===== src/rtl/mpmp_fifo_pkg.sv =====
// mpmp_fifo_pkg
// Shared types and helpers for the multi-push/multi-pop FIFO push arbiter.
//   arb_state_e : arbiter mode (ARB_NORMAL greedy round-robin, ARB_HOLD owner-only)
//   count_t     : word-count type at the default lane count
//   rr_inc      : modulo-r increment of a requester index
package mpmp_fifo_pkg;

  localparam int PKG_N  = 3;
  localparam int PKG_NW = $clog2(PKG_N + 1);

  typedef enum logic {ARB_NORMAL, ARB_HOLD} arb_state_e;

  typedef logic [PKG_NW-1:0] count_t;

  function automatic int rr_inc(input int idx, input int r);
    return (idx + 1 >= r) ? 0 : idx + 1;
  endfunction

endpackage


===== src/rtl/mpmp_push_packer.sv =====
// mpmp_push_packer
// Purely combinational packer. Requests arrive already rotated so that index 0
// is the round-robin head. Each eligible request that fits entirely in the
// remaining capacity is granted and its words are appended to the lanes.
// Ports:
//   rot_cnt_i   : per-slot word count (rotated order), 0 = idle
//   rot_data_i  : per-slot words, word j at [k][j]
//   can_push_i  : free FIFO slots
//   elig_i      : per-slot eligibility mask (rotated order)
//   rot_gnt_o   : per-slot grant (rotated order)
//   push_o      : total granted words
//   push_data_o : packed lanes, unused lanes are 0
//   last_o      : rotated index of the last granted slot
module mpmp_push_packer
  import mpmp_fifo_pkg::*;
#(
  parameter int DATA_WIDTH = 13,
  parameter int N          = 3,
  parameter int R          = 4,
  parameter int NW         = $clog2(N + 1),
  parameter int RW         = $clog2(R)
) (
  input  logic [R-1:0][NW-1:0]                rot_cnt_i,
  input  logic [R-1:0][N-1:0][DATA_WIDTH-1:0] rot_data_i,
  input  logic [NW-1:0]                       can_push_i,
  input  logic [R-1:0]                        elig_i,
  output logic [R-1:0]                        rot_gnt_o,
  output logic [NW-1:0]                       push_o,
  output logic [N-1:0][DATA_WIDTH-1:0]        push_data_o,
  output logic [RW-1:0]                       last_o
);

  int rem;
  int off;
  int cnt;

  always_comb begin
    rot_gnt_o   = '0;
    push_data_o = '0;
    last_o      = '0;
    off         = 0;
    cnt         = 0;
    // Never plan past the lane count even if the FIFO reports more room.
    rem = (int'(can_push_i) > N) ? N : int'(can_push_i);
    for (int k = 0; k < R; k++) begin
      cnt = int'(rot_cnt_i[k]);
      if (elig_i[k] && (cnt != 0) && (cnt <= rem)) begin
        rot_gnt_o[k] = 1'b1;
        for (int l = 0; l < N; l++) begin
          if ((l >= off) && (l < off + cnt)) begin
            push_data_o[l] = rot_data_i[k][l-off];
          end
        end
        off    = off + cnt;
        rem    = rem - cnt;
        last_o = RW'(k);
      end
    end
    push_o = NW'(off);
  end

endmodule


===== src/rtl/mpmp_fifo_push_arbiter.sv =====
// mpmp_fifo_push_arbiter
// Shares the multi-word push port of the MPMP FIFO among R requesters. Whole
// requests are packed into the N lanes in round-robin order without ever
// exceeding can_push_i. Grants are combinational (zero latency).
// Optional macro MPMP_PUSH_ARB_STARVE_GUARD_EN adds per-requester skip counters
// and a HOLD state that reserves the port for a starving requester.
// Ports:
//   clk_i, rst_i : clock, asynchronous active-high reset
//   req_cnt_i    : words each requester wants to push (0 = idle)
//   req_data_i   : requester words, word j at [r][j]
//   gnt_o        : request r consumed this cycle
//   can_push_i   : free slots reported by the FIFO
//   push_o       : word count to FIFO push_i
//   push_data_o  : packed lanes to FIFO push_data_i
//   hold_o       : arbiter is in HOLD state (0 when the guard is compiled out)
module mpmp_fifo_push_arbiter
  import mpmp_fifo_pkg::*;
#(
  parameter int DATA_WIDTH   = 13,
  parameter int N            = 3,
  parameter int R            = 4,
  parameter int STARVE_LIMIT = 8,
  parameter int NW           = $clog2(N + 1),
  parameter int RW           = $clog2(R)
) (
  input  logic                                clk_i,
  input  logic                                rst_i,
  input  logic [R-1:0][NW-1:0]                req_cnt_i,
  input  logic [R-1:0][N-1:0][DATA_WIDTH-1:0] req_data_i,
  output logic [R-1:0]                        gnt_o,
  input  logic [NW-1:0]                       can_push_i,
  output logic [NW-1:0]                       push_o,
  output logic [N-1:0][DATA_WIDTH-1:0]        push_data_o,
  output logic                                hold_o
);

  logic [RW-1:0]                        rr_ptr_q, rr_ptr_d;
  logic [R-1:0][NW-1:0]                 rot_cnt;
  logic [R-1:0][N-1:0][DATA_WIDTH-1:0]  rot_data;
  logic [R-1:0]                         elig_rot;
  logic [R-1:0]                         rot_gnt;
  logic [RW-1:0]                        last_rot;
  logic [NW-1:0]                        pk_push;
  logic [N-1:0][DATA_WIDTH-1:0]         pk_data;
  logic [R-1:0]                         gnt;
  logic [RW-1:0]                        last_idx;
  logic                                 any_gnt;

`ifdef MPMP_PUSH_ARB_STARVE_GUARD_EN
  localparam int SW = $clog2(STARVE_LIMIT + 1);

  arb_state_e            state_q, state_d;
  logic [RW-1:0]         owner_q, owner_d;
  logic [R-1:0][SW-1:0]  skip_cnt_q, skip_cnt_d;
`endif

  // Rotate requests so slot 0 is the round-robin head.
  always_comb begin
    int src;
    rot_cnt  = '0;
    rot_data = '0;
    elig_rot = '0;
    for (int k = 0; k < R; k++) begin
      src         = (int'(rr_ptr_q) + k) % R;
      rot_cnt[k]  = req_cnt_i[src];
      rot_data[k] = req_data_i[src];
`ifdef MPMP_PUSH_ARB_STARVE_GUARD_EN
      elig_rot[k] = (state_q == ARB_NORMAL) || (RW'(src) == owner_q);
`else
      elig_rot[k] = 1'b1;
`endif
    end
  end

  mpmp_push_packer #(
    .DATA_WIDTH (DATA_WIDTH),
    .N          (N),
    .R          (R),
    .NW         (NW),
    .RW         (RW)
  ) u_packer (
    .rot_cnt_i   (rot_cnt),
    .rot_data_i  (rot_data),
    .can_push_i  (can_push_i),
    .elig_i      (elig_rot),
    .rot_gnt_o   (rot_gnt),
    .push_o      (pk_push),
    .push_data_o (pk_data),
    .last_o      (last_rot)
  );

  // Map grants and the last-granted slot back to requester indices.
  always_comb begin
    gnt = '0;
    for (int k = 0; k < R; k++) begin
      gnt[(int'(rr_ptr_q) + k) % R] = rot_gnt[k];
    end
    last_idx = RW'((int'(rr_ptr_q) + int'(last_rot)) % R);
    any_gnt  = |rot_gnt;
  end

  // Outputs are forced quiet while reset is held, even though state has
  // already cleared, so nothing reaches the FIFO during reset.
  assign gnt_o       = rst_i ? '0 : gnt;
  assign push_o      = rst_i ? '0 : pk_push;
  assign push_data_o = rst_i ? '0 : pk_data;

  always_comb begin
    rr_ptr_d = rr_ptr_q;
    if (any_gnt) begin
      rr_ptr_d = RW'(rr_inc(int'(last_idx), R));
    end
`ifdef MPMP_PUSH_ARB_STARVE_GUARD_EN
    begin
      int  src;
      logic found;
      state_d = state_q;
      owner_d = owner_q;
      found   = 1'b0;
      for (int r = 0; r < R; r++) begin
        if ((req_cnt_i[r] == '0) || gnt[r]) begin
          skip_cnt_d[r] = '0;
        end else if (skip_cnt_q[r] != SW'(STARVE_LIMIT)) begin
          skip_cnt_d[r] = skip_cnt_q[r] + SW'(1);
        end else begin
          skip_cnt_d[r] = skip_cnt_q[r];
        end
      end
      if (state_q == ARB_NORMAL) begin
        // First saturated requester in round-robin order becomes owner.
        for (int k = 0; k < R; k++) begin
          src = (int'(rr_ptr_q) + k) % R;
          if (!found && (skip_cnt_d[src] == SW'(STARVE_LIMIT))) begin
            found   = 1'b1;
            state_d = ARB_HOLD;
            owner_d = RW'(src);
          end
        end
      end else if (gnt[owner_q]) begin
        // Owner is the only grant, so rr_ptr_d is already owner + 1.
        state_d = ARB_NORMAL;
      end else if (req_cnt_i[owner_q] == '0) begin
        // Owner withdrew: give it first look next time it returns.
        state_d  = ARB_NORMAL;
        rr_ptr_d = owner_q;
      end
    end
`endif
  end

  always_ff @(posedge clk_i or posedge rst_i) begin
    if (rst_i) begin
      rr_ptr_q   <= '0;
`ifdef MPMP_PUSH_ARB_STARVE_GUARD_EN
      state_q    <= ARB_NORMAL;
      owner_q    <= '0;
      skip_cnt_q <= '0;
`endif
    end else begin
      rr_ptr_q   <= rr_ptr_d;
`ifdef MPMP_PUSH_ARB_STARVE_GUARD_EN
      state_q    <= state_d;
      owner_q    <= owner_d;
      skip_cnt_q <= skip_cnt_d;
`endif
    end
  end

`ifdef MPMP_PUSH_ARB_STARVE_GUARD_EN
  assign hold_o = (state_q == ARB_HOLD);
`else
  assign hold_o = 1'b0;
`endif

endmodule

===== config.mk =====
export PLATFORM = sky130hd
export DESIGN_NAME = mpmp_fifo_push_arbiter
export DESIGN_NICKNAME = d
export VERILOG_FILES = /design/src/rtl/mpmp_fifo_pkg.sv /design/src/rtl/mpmp_push_packer.sv /design/src/rtl/mpmp_fifo_push_arbiter.sv
export SDC_FILE = /design/constraint.sdc
export NUM_CORES = 1
export LEC_CHECK = 0
export CELL_PAD_IN_SITES_DETAIL_PLACEMENT = 1
export CELL_PAD_IN_SITES_GLOBAL_PLACEMENT = 1
export CORE_MARGIN = 3
export CORE_UTILIZATION = 24
export CTS_CLUSTER_SIZE = 24
export DETAILED_ROUTE_END_ITERATION = 12
export DONT_BUFFER_PORTS = 1
export PLACE_DENSITY_LB_ADDON = 0.1
export SKIP_CTS_REPAIR_TIMING = 1
export SKIP_LAST_GASP = 1
export SLEW_MARGIN = 20
export SYNTH_ARGS = -nofsm -noshare
export SYNTH_HDL_FRONTEND = slang
export SYNTH_SLANG_ARGS = --single-unit

===== constraint.sdc =====
create_clock -name clk_i -period 25.4 [get_ports clk_i]
set_clock_uncertainty 0.05 [all_clocks]
set_input_delay 3.81 -clock clk_i [delete_from_list [all_inputs] [get_ports clk_i]]
set_output_delay 3.81 -clock clk_i [all_outputs]
set_load 0.005 [all_outputs]

==> flow_metrics.py, run 1 <==
metrics = {
    "clock_tree": {
        "cts.path.max_buffers": 2,
        "cts_tree": "done",
        "clkLatencyLatePin_ps": 230,
        "htreeDepth": 1,
        "cts_sinks": 2,
        "cts-root-buf": "clkbuf_16",
        "clkTransAtPathRegs_ps": 30,
        "numCtsBuffers": 3,
    },
    "critical_path": {
        "cp_max_fo": 19,
        "cp-end-kind": "output pin",
        "crit_path_top_delay_cell": "nor2_2",
        "crit_type": "in2out",
        "crit_arrival_ps": 12830,
        "slowest_delay_ps": 710,
        "worstPathRequired_ps": 21540,
        "crit_path_start_kind": "input pin",
    },
    "yosys": {
        "syn-instance-count": 1049,
        "ys_warn_count": 0,
        "syn_area_um2": 9290,
        "seq_area_frac_synth_pct": 0.539,
        "syn_nets": 1253,
        "synth_async_sr_flop_share_pct": 100,
        "synth-seq-cells": 2,
        "synth_cell_type_count": 75,
        "synthFlopType": "dfrtp_1",
        "synth.avg_cell_area_um2": 8.86,
        "synth_edf_count": 0,
    },
    "layout": {
        "drive_above_1_share_pct": 28.1,
        "final_common_cell": "mux4_2",
        "area_growth_pct": 4.01,
        "top_regs": "rr_ptr_q x2",
        "fin_nets": 1163,
        "regMostFlops": "rr_ptr_q",
        "largest_reg_flops": 2,
        "mostFrequentLayoutCells": "mux4_2 (155), a21oi_1 (134), nand2_1 (109), mux2i_1 (75), o21ai_0 (73)",
    },
    "sta": {
        "relSlewSlack_pct": 26.3,
        "fmax_mhz": 59.9,
        "finalHoldViolCount": 0,
        "slew_violations": 0,
        "rsz0062_at_grt": "false",
        "worst_slew_pin_slew_ps": 1090,
        "finalSetupTns_ps": 0,
        "finalSetupViolations": 0,
        "post-route-period-util_pct": 65.7,
        "finalCriticalPeriod_ps": 16690,
    },
    "global_routing": {
        "grt_pass1_vias": 8669,
        "grt_usage_pct": 20.4,
        "grt_overflow_total": 0,
        "grt_antenna_before_repair": 0,
        "grt_first_pass_wirelength_um": 63400,
        "grt_max_degree": 118,
    },
    "floorplanning": {
        "core_area_um2": 37900,
        "die_h_um": 203,
        "die_w_um": 203,
        "initial_utilization_pct": 24.5,
        "io_pins": 214,
        "placementRows": 71,
        "die_area_um2": 41100,
    },
    "place": {
        "gp_congestion": 0.832,
        "dp.final_hpwl_um": 35500,
        "port_buffers": 0,
    },
    "run": {
        "maxCapViolations": 0,
    },
    "min_path": {
        "hold_class": "reg2reg",
    },
    "detailed_routing": {
        "dr.first_iter.drc_count": 578,
        "drt_pass1_iterations": 5,
        "totalWireLength_um": 43800,
        "wl_per_cell_um": 29.8,
        "drc": 0,
        "vias": 8851,
        "vias_per_cell": 6.03,
        "ant_nets": 0,
    },
    "run_status": {
        "status": "complete, no violations",
    },
}
## worst max-delay path, delay by kind of cell
family | cells | cell delay (ps)
fa+ha+maj | 8 | 2610
mux | 4 | 2050
buf+inv | 4 | 640
simple gates | 6 | 1690
compound gates | 10 | 2000
## per-layer routing
| metal | GRT usage, % | vias up | share of wire, % |
|---|---|---|---|
| met3 | 5.10 | 6 | 8.4 |
| li1 | - | 3981 | - |
| met2 | 26.1 | 310 | 38 |
| met4 | 0.841 | 0 | 0.25 |
| met5 | 0 | - | 0 |
| met1 | 34.7 | 4554 | 54 |
## logic make-up after synthesis
| logic type | Yosys count | share of synthesized area, % |
|---|---|---|
| AOI/OAI and AO/OA | 324 | 22.5 |
| and+or+nand+nor | 275 | 14.0 |
| muxes | 269 | 50.8 |
| buffers and inverters | 140 | 6.58 |
| adders and majority gates | 36 | 5.33 |
| xor gates and xnor gates | 2 | 0.189 |
| DFF | 2 | 0.539 |
| other | 1 | 0.0404 |
## worst paths after layout
kind | from | end | slack [ps] | cells past startpoint
worst max-delay path | req_cnt_i[6] | push_data_o[1] | 8710 | 32
worst min-delay path | rr_ptr_q[1]$_DFFE_PP0P_ | rr_ptr_q[1]$_DFFE_PP0P_ | 890 | 1
worst max register to register | rr_ptr_q[0]$_DFFE_PP0P_ | rr_ptr_q[1]$_DFFE_PP0P_ | 16010 | 34
worst min register to register | rr_ptr_q[1]$_DFFE_PP0P_ | rr_ptr_q[1]$_DFFE_PP0P_ | 890 | 1
max in group asynchronous | rst_i | rr_ptr_q[1]$_DFFE_PP0P_ | 20780 | 1
min in group asynchronous | rst_i | rr_ptr_q[0]$_DFFE_PP0P_ | 3730 | 1
## cell type report
type | count | area [um^2]
Fill cell | 4422 | 28300
Multi-Input combinational cell | 907 | 8650
Tap cell | 511 | 639
Timing Repair Buffer | 16 | 133
Inverter | 29 | 109
Clock buffer | 3 | 75.1
Sequential cell | 2 | 57.6
Antenna cell | 1 | 2.50
## metrics by stage
step	instances	hold WS (ps)	instance area (um^2)	setup slack, ps	util, %
2_1_floorplan	1049	707	9290	9660	-
3_3_place_gp	1465	911	9590	8850	25.3
3_5_place_dp	1465	918	9590	8690	25.3
4_1_cts	1468	920	9660	8660	25.5
5_1_grt	1468	933	9660	7970	25.5
6_report	1469	890	9670	8710	25.5
## Yosys cell counts, types with 6 or more instances
master | number | share of area (%)
mux4_2 | 155 | 38
a21oi_1 | 134 | 7.2
nand2_1 | 109 | 4.4
mux2i_1 | 75 | 8.1
o21ai_0 | 73 | 3.9
nor2_1 | 69 | 2.8
clkbuf_1 | 60 | 2.4
ha_1 | 30 | 4.0
mux2_2 | 28 | 3.4
buf_2 | 27 | 1.5
a211oi_1 | 26 | 2.1
inv_1 | 25 | 1.0
nand3_1 | 22 | 1.2
and3_1 | 16 | 1.1
buf_1 | 15 | 0.61
a21bo_2 | 12 | 1.3
o211ai_1 | 12 | 0.97
nand4_1 | 11 | 0.74
or3b_2 | 11 | 1.0
a31oi_1 | 10 | 0.67
mux2_4 | 10 | 1.6
nor3_1 | 10 | 0.54
a211o_1 | 6 | 0.57
a311oi_1 | 6 | 0.57
a311oi_2 | 6 | 0.97
fa_1 | 6 | 1.3
Power of run 1 is not shown: default switching activity piles up to over one toggle a cycle in this logic, so the estimate is an artifact.
==> run 2: changes to the inputs <==
==> constraint.sdc (replaced) <==
create_clock -name clk_i -period 17.5 [get_ports clk_i]
set_clock_uncertainty 0.05 [all_clocks]
set_input_delay 2.625 -clock clk_i [delete_from_list [all_inputs] [get_ports clk_i]]
set_output_delay 2.625 -clock clk_i [all_outputs]
set_load 0.005 [all_outputs]
==> flow_metrics.py, run 2 (synthesized netlist as in run 1, its figures left out) <==
metrics = {
    "detailed_routing": {
        "dr.first_iter.drc_count": 600,
        "totalWireLength_um": 43900,
        "ant_nets": 0,
        "vias_per_cell": 6.16,
        "drt_pass1_iterations": 4,
        "vias": 9036,
        "wl_per_cell_um": 29.9,
        "drc": 0,
    },
    "floorplanning": {
        "io_pins": 214,
        "placementRows": 71,
        "die_w_um": 203,
        "die_h_um": 203,
        "core_area_um2": 37900,
        "die_area_um2": 41100,
        "initial_utilization_pct": 24.5,
    },
    "layout": {
        "largest_reg_flops": 2,
        "top_regs": "rr_ptr_q x2",
        "drive_above_1_share_pct": 28.1,
        "design_area_um2": 9660,
        "fin_nets": 1163,
        "multi_input_area_um2": 8650,
        "regMostFlops": "rr_ptr_q",
        "seqCellArea_um2": 57.6,
        "fin_util_pct": 25.5,
        "antennaDiodeCount": 0,
        "mostFrequentLayoutCells": "mux4_2 (155), a21oi_1 (134), nand2_1 (109), mux2i_1 (75), o21ai_0 (73)",
        "fillCellCount": 4414,
        "final_common_cell": "mux4_2",
        "area_growth_pct": 3.99,
    },
    "clock_tree": {
        "cts_sinks": 2,
        "numCtsBuffers": 3,
        "htreeDepth": 1,
        "cts_tree": "done",
        "cts-root-buf": "clkbuf_16",
        "cts.path.max_buffers": 2,
        "clkLatencyLatePin_ps": 230,
        "clkTransAtPathRegs_ps": 30,
    },
    "sta": {
        "finalHoldViolCount": 0,
        "fmax_mhz": 69.6,
        "relSlewSlack_pct": 29.8,
        "worst_slew_pin_slew_ps": 1050,
        "finalSetupViolations": 0,
        "rsz0062_at_grt": "false",
        "post-route-period-util_pct": 82.1,
        "finalSetupTns_ps": 0,
        "finalCriticalPeriod_ps": 14370,
        "slew_violations": 0,
        "fin_ws_ps": 3130,
    },
    "run_status": {
        "status": "complete, no violations",
    },
    "place": {
        "dp.final_hpwl_um": 35400,
        "post-place-ws_ps": 3160,
        "port_buffers": 0,
        "dpl_cell_area_um2": 9590,
        "gp_congestion": 0.831,
    },
    "global_routing": {
        "grt_pass1_vias": 8825,
        "grt_overflow_total": 0,
        "grt_first_pass_wirelength_um": 64100,
        "grt_antenna_before_repair": 2,
        "grt_max_degree": 118,
        "grt_usage_pct": 20.6,
    },
    "run": {
        "maxCapViolations": 0,
    },
    "critical_path": {
        "crit_path_top_delay_cell": "nor2_2",
        "crit_path_start_kind": "input pin",
        "slowest_delay_ps": 720,
        "cp_max_fo": 19,
        "cp-end-kind": "output pin",
        "crit_arrival_ps": 11690,
        "worstPathRequired_ps": 14830,
        "crit_type": "in2out",
    },
    "min_path": {
        "hold_class": "reg2reg",
    },
}
run 2: cell types whose count changed in the layout (fill, tap and decap cells not counted):
cell / previous run / this run
diode_2: 1 / 0
run 2: layout make-up:
cell class,count,share of cell area [%]
flip-flops and latches,2,0.596
clock buffers,3,0.777
inverters,29,1.13
well taps,511,6.62
multi-input cells,907,89.5
repair buffers,16,1.37
run 2: worst max-delay path: cells and delay by family:
kind,cells,cell delay (ps)
adders and majority gates,8,2630
muxes,4,2050
AOI/OAI and AO/OA,10,2000
and+or+nand+nor,6,1720
buffers and inverters,4,640
run 2: final timing paths:
check                                   startpoint                 endpoint  slack [ps]  depth (start not counted)
min reg2reg                rr_ptr_q[1]$_DFFE_PP0P_  rr_ptr_q[1]$_DFFE_PP0P_         860                          1
min                        rr_ptr_q[1]$_DFFE_PP0P_  rr_ptr_q[1]$_DFFE_PP0P_         860                          1
max                                   req_cnt_i[6]           push_data_o[1]        3130                         32
max reg2reg                rr_ptr_q[0]$_DFFE_PP0P_  rr_ptr_q[1]$_DFFE_PP0P_        8070                         34
min in group asynchronous                    rst_i  rr_ptr_q[0]$_DFFE_PP0P_        2530                          1
max in group asynchronous                    rst_i  rr_ptr_q[1]$_DFFE_PP0P_       14110                          1
run 2: stage by stage:
stage,cells,hold WS (ps)
after floorplan,1049,707
after global placement,1465,874
after detailed placement,1465,879
after CTS,1468,896
after global routing,1468,908
final,1468,856
run 2: per-layer routing:
metal | vias up | share of wire (%) | GRT usage [%]
met2 | 335 | 38 | 26.5
met5 | - | 0 | 0
met1 | 4700 | 51 | 34.0
li1 | 3987 | - | -
met4 | 0 | 0.47 | 1.11
met3 | 14 | 10 | 6.56
Power of run 2 is left out for the same reason.
==> run 3: changes to the inputs <==
==> constraint.sdc (replaced) <==
create_clock -name clk_i -period 11.6 [get_ports clk_i]
set_clock_uncertainty 0.05 [all_clocks]
set_input_delay 1.74 -clock clk_i [delete_from_list [all_inputs] [get_ports clk_i]]
set_output_delay 1.74 -clock clk_i [all_outputs]
set_load 0.005 [all_outputs]
==> flow_metrics.py, run 3 (synthesized netlist as in run 1, its figures left out) <==
metrics = {
    "detailed_routing": {
        "vias_per_cell": 5.94,
        "wl_per_cell_um": 28.9,
        "drc": 0,
        "vias": 8945,
        "drt_pass1_iterations": 5,
        "dr.first_iter.drc_count": 733,
        "totalWireLength_um": 43600,
        "ant_nets": 0,
    },
    "clock_tree": {
        "numCtsBuffers": 3,
        "cts.path.max_buffers": 2,
        "cts_sinks": 2,
        "clkLatencyLatePin_ps": 220,
        "clkTransAtPathRegs_ps": 30,
        "htreeDepth": 1,
        "cts-root-buf": "clkbuf_16",
        "cts_tree": "done",
    },
    "sta": {
        "finalCriticalPeriod_ps": 11110,
        "post-route-period-util_pct": 95.7,
        "rsz0062_at_grt": "false",
        "finalHoldViolCount": 0,
        "relSlewSlack_pct": 29.9,
        "worst_slew_pin_slew_ps": 1050,
        "slew_violations": 0,
        "finalSetupTns_ps": 0,
        "fmax_mhz": 90.0,
        "finalSetupViolations": 0,
    },
    "layout": {
        "largest_reg_flops": 2,
        "seqCellArea_um2": 57.6,
        "top_regs": "rr_ptr_q x2",
        "multi_input_area_um2": 8680,
        "regMostFlops": "rr_ptr_q",
        "final_common_cell": "mux4_2",
        "fillCellCount": 4445,
        "mostFrequentLayoutCells": "mux4_2 (155), a21oi_1 (134), nand2_1 (108), mux2i_1 (75), o21ai_0 (72)",
        "antennaDiodeCount": 0,
        "fin_nets": 1202,
        "drive_above_1_share_pct": 31.1,
        "area_growth_pct": 7.34,
    },
    "critical_path": {
        "reg2reg_depth": 34,
        "reg2reg_from": "rr_ptr_q[0]$_DFFE_PP0P_",
        "crit_arrival_ps": 9320,
        "worstPathRequired_ps": 9810,
        "crit_type": "in2out",
        "crit_path_top_delay_cell": "or4_1",
        "reg2reg_to": "rr_ptr_q[1]$_DFFE_PP0P_",
        "cp_max_fo": 17,
        "slowest_delay_ps": 590,
        "cp_common_cell": "ha_1",
        "cp-end-kind": "output pin",
        "crit_path_start_kind": "input pin",
        "r2r_slack_ps": 3580,
    },
    "global_routing": {
        "grt_max_degree": 75,
        "grt_antenna_before_repair": 1,
        "grt_busiest_layer": "met1",
        "grt_overflow_total": 0,
        "use_met1_pct": 34.0,
        "grt_pass1_vias": 8830,
        "grt_util_met2_pct": 25.7,
        "grt_usage_pct": 20.4,
        "use_met3_pct": 6.89,
        "grt_first_pass_wirelength_um": 63800,
    },
    "floorplanning": {
        "placementRows": 71,
        "die_h_um": 203,
        "die_area_um2": 41100,
        "initial_utilization_pct": 24.5,
        "die_w_um": 203,
        "io_pins": 214,
        "core_area_um2": 37900,
    },
    "min_path": {
        "hold_end": "rr_ptr_q[0]$_DFFE_PP0P_",
        "hold_class": "reg2reg",
        "holdPathStages": 3,
        "hold_start": "rr_ptr_q[0]$_DFFE_PP0P_",
    },
    "place": {
        "gp_congestion": 0.855,
        "dp.final_hpwl_um": 35400,
        "port_buffers": 0,
    },
    "run": {
        "maxCapViolations": 0,
    },
    "run_status": {
        "status": "complete, no violations",
    },
}
run 3: cell count changes in the layout (fill, tap and decap cells not counted), sizes merged:
cell,change
buf,+39
run 3: worst max-delay path by stage:
| stage | end | slack [ps] | start | cells after the start |
|---|---|---|---|---|
| 6_report | push_data_o[17] | 490 | req_cnt_i[7] | 31 |
| 5_1_grt | push_data_o[17] | 70 | req_cnt_i[6] | 31 |
| 4_1_cts | push_data_o[14] | 30 | req_cnt_i[6] | 31 |
| 3_5_place_dp | push_data_o[14] | 30 | req_cnt_i[6] | 31 |
| 3_3_place_gp | push_data_o[1] | 240 | req_cnt_i[6] | 32 |
| 2_1_floorplan | push_data_o[18] | 190 | req_cnt_i[6] | 35 |
run 3: cell type report:
type / instances / area share (%)
Multi-Input combinational cell: 907 / 87.0
Tap cell: 511 / 6.41
Timing Repair Buffer: 55 / 4.14
Inverter: 29 / 1.09
Clock buffer: 3 / 0.753
Sequential cell: 2 / 0.577
run 3: layer usage:
metal	part of all wire (%)	vias to the layer above	wire length, um
li1	-	4053	-
met1	52	4558	22600
met2	37	326	16300
met3	11	8	4580
met4	0.44	0	193
met5	0	-	0
run 3: per-stage QoR:
stage / instances / hold slack [ps] / utilization, % / setup WS (ps) / area (um^2)
after floorplan: 1049 / 707 / - / 194 / 9290
after global placement: 1502 / 1050 / 26.0 / 241 / 9850
after detailed placement: 1502 / 1070 / 26.0 / 29.9 / 9850
after CTS: 1505 / 1070 / 26.2 / 32.6 / 9930
after global routing: 1507 / 1140 / 26.3 / 65.6 / 9970
final: 1507 / 1010 / 26.3 / 495 / 9970
run 3: worst max-delay path: cells and delay by family:
kind	cells	cell delay [ps]
fa+ha+maj	8	2350
simple gates	6	1510
buf+inv	4	590
mux	2	810
compound gates	11	2290
Power of run 3 is left out for the same reason.
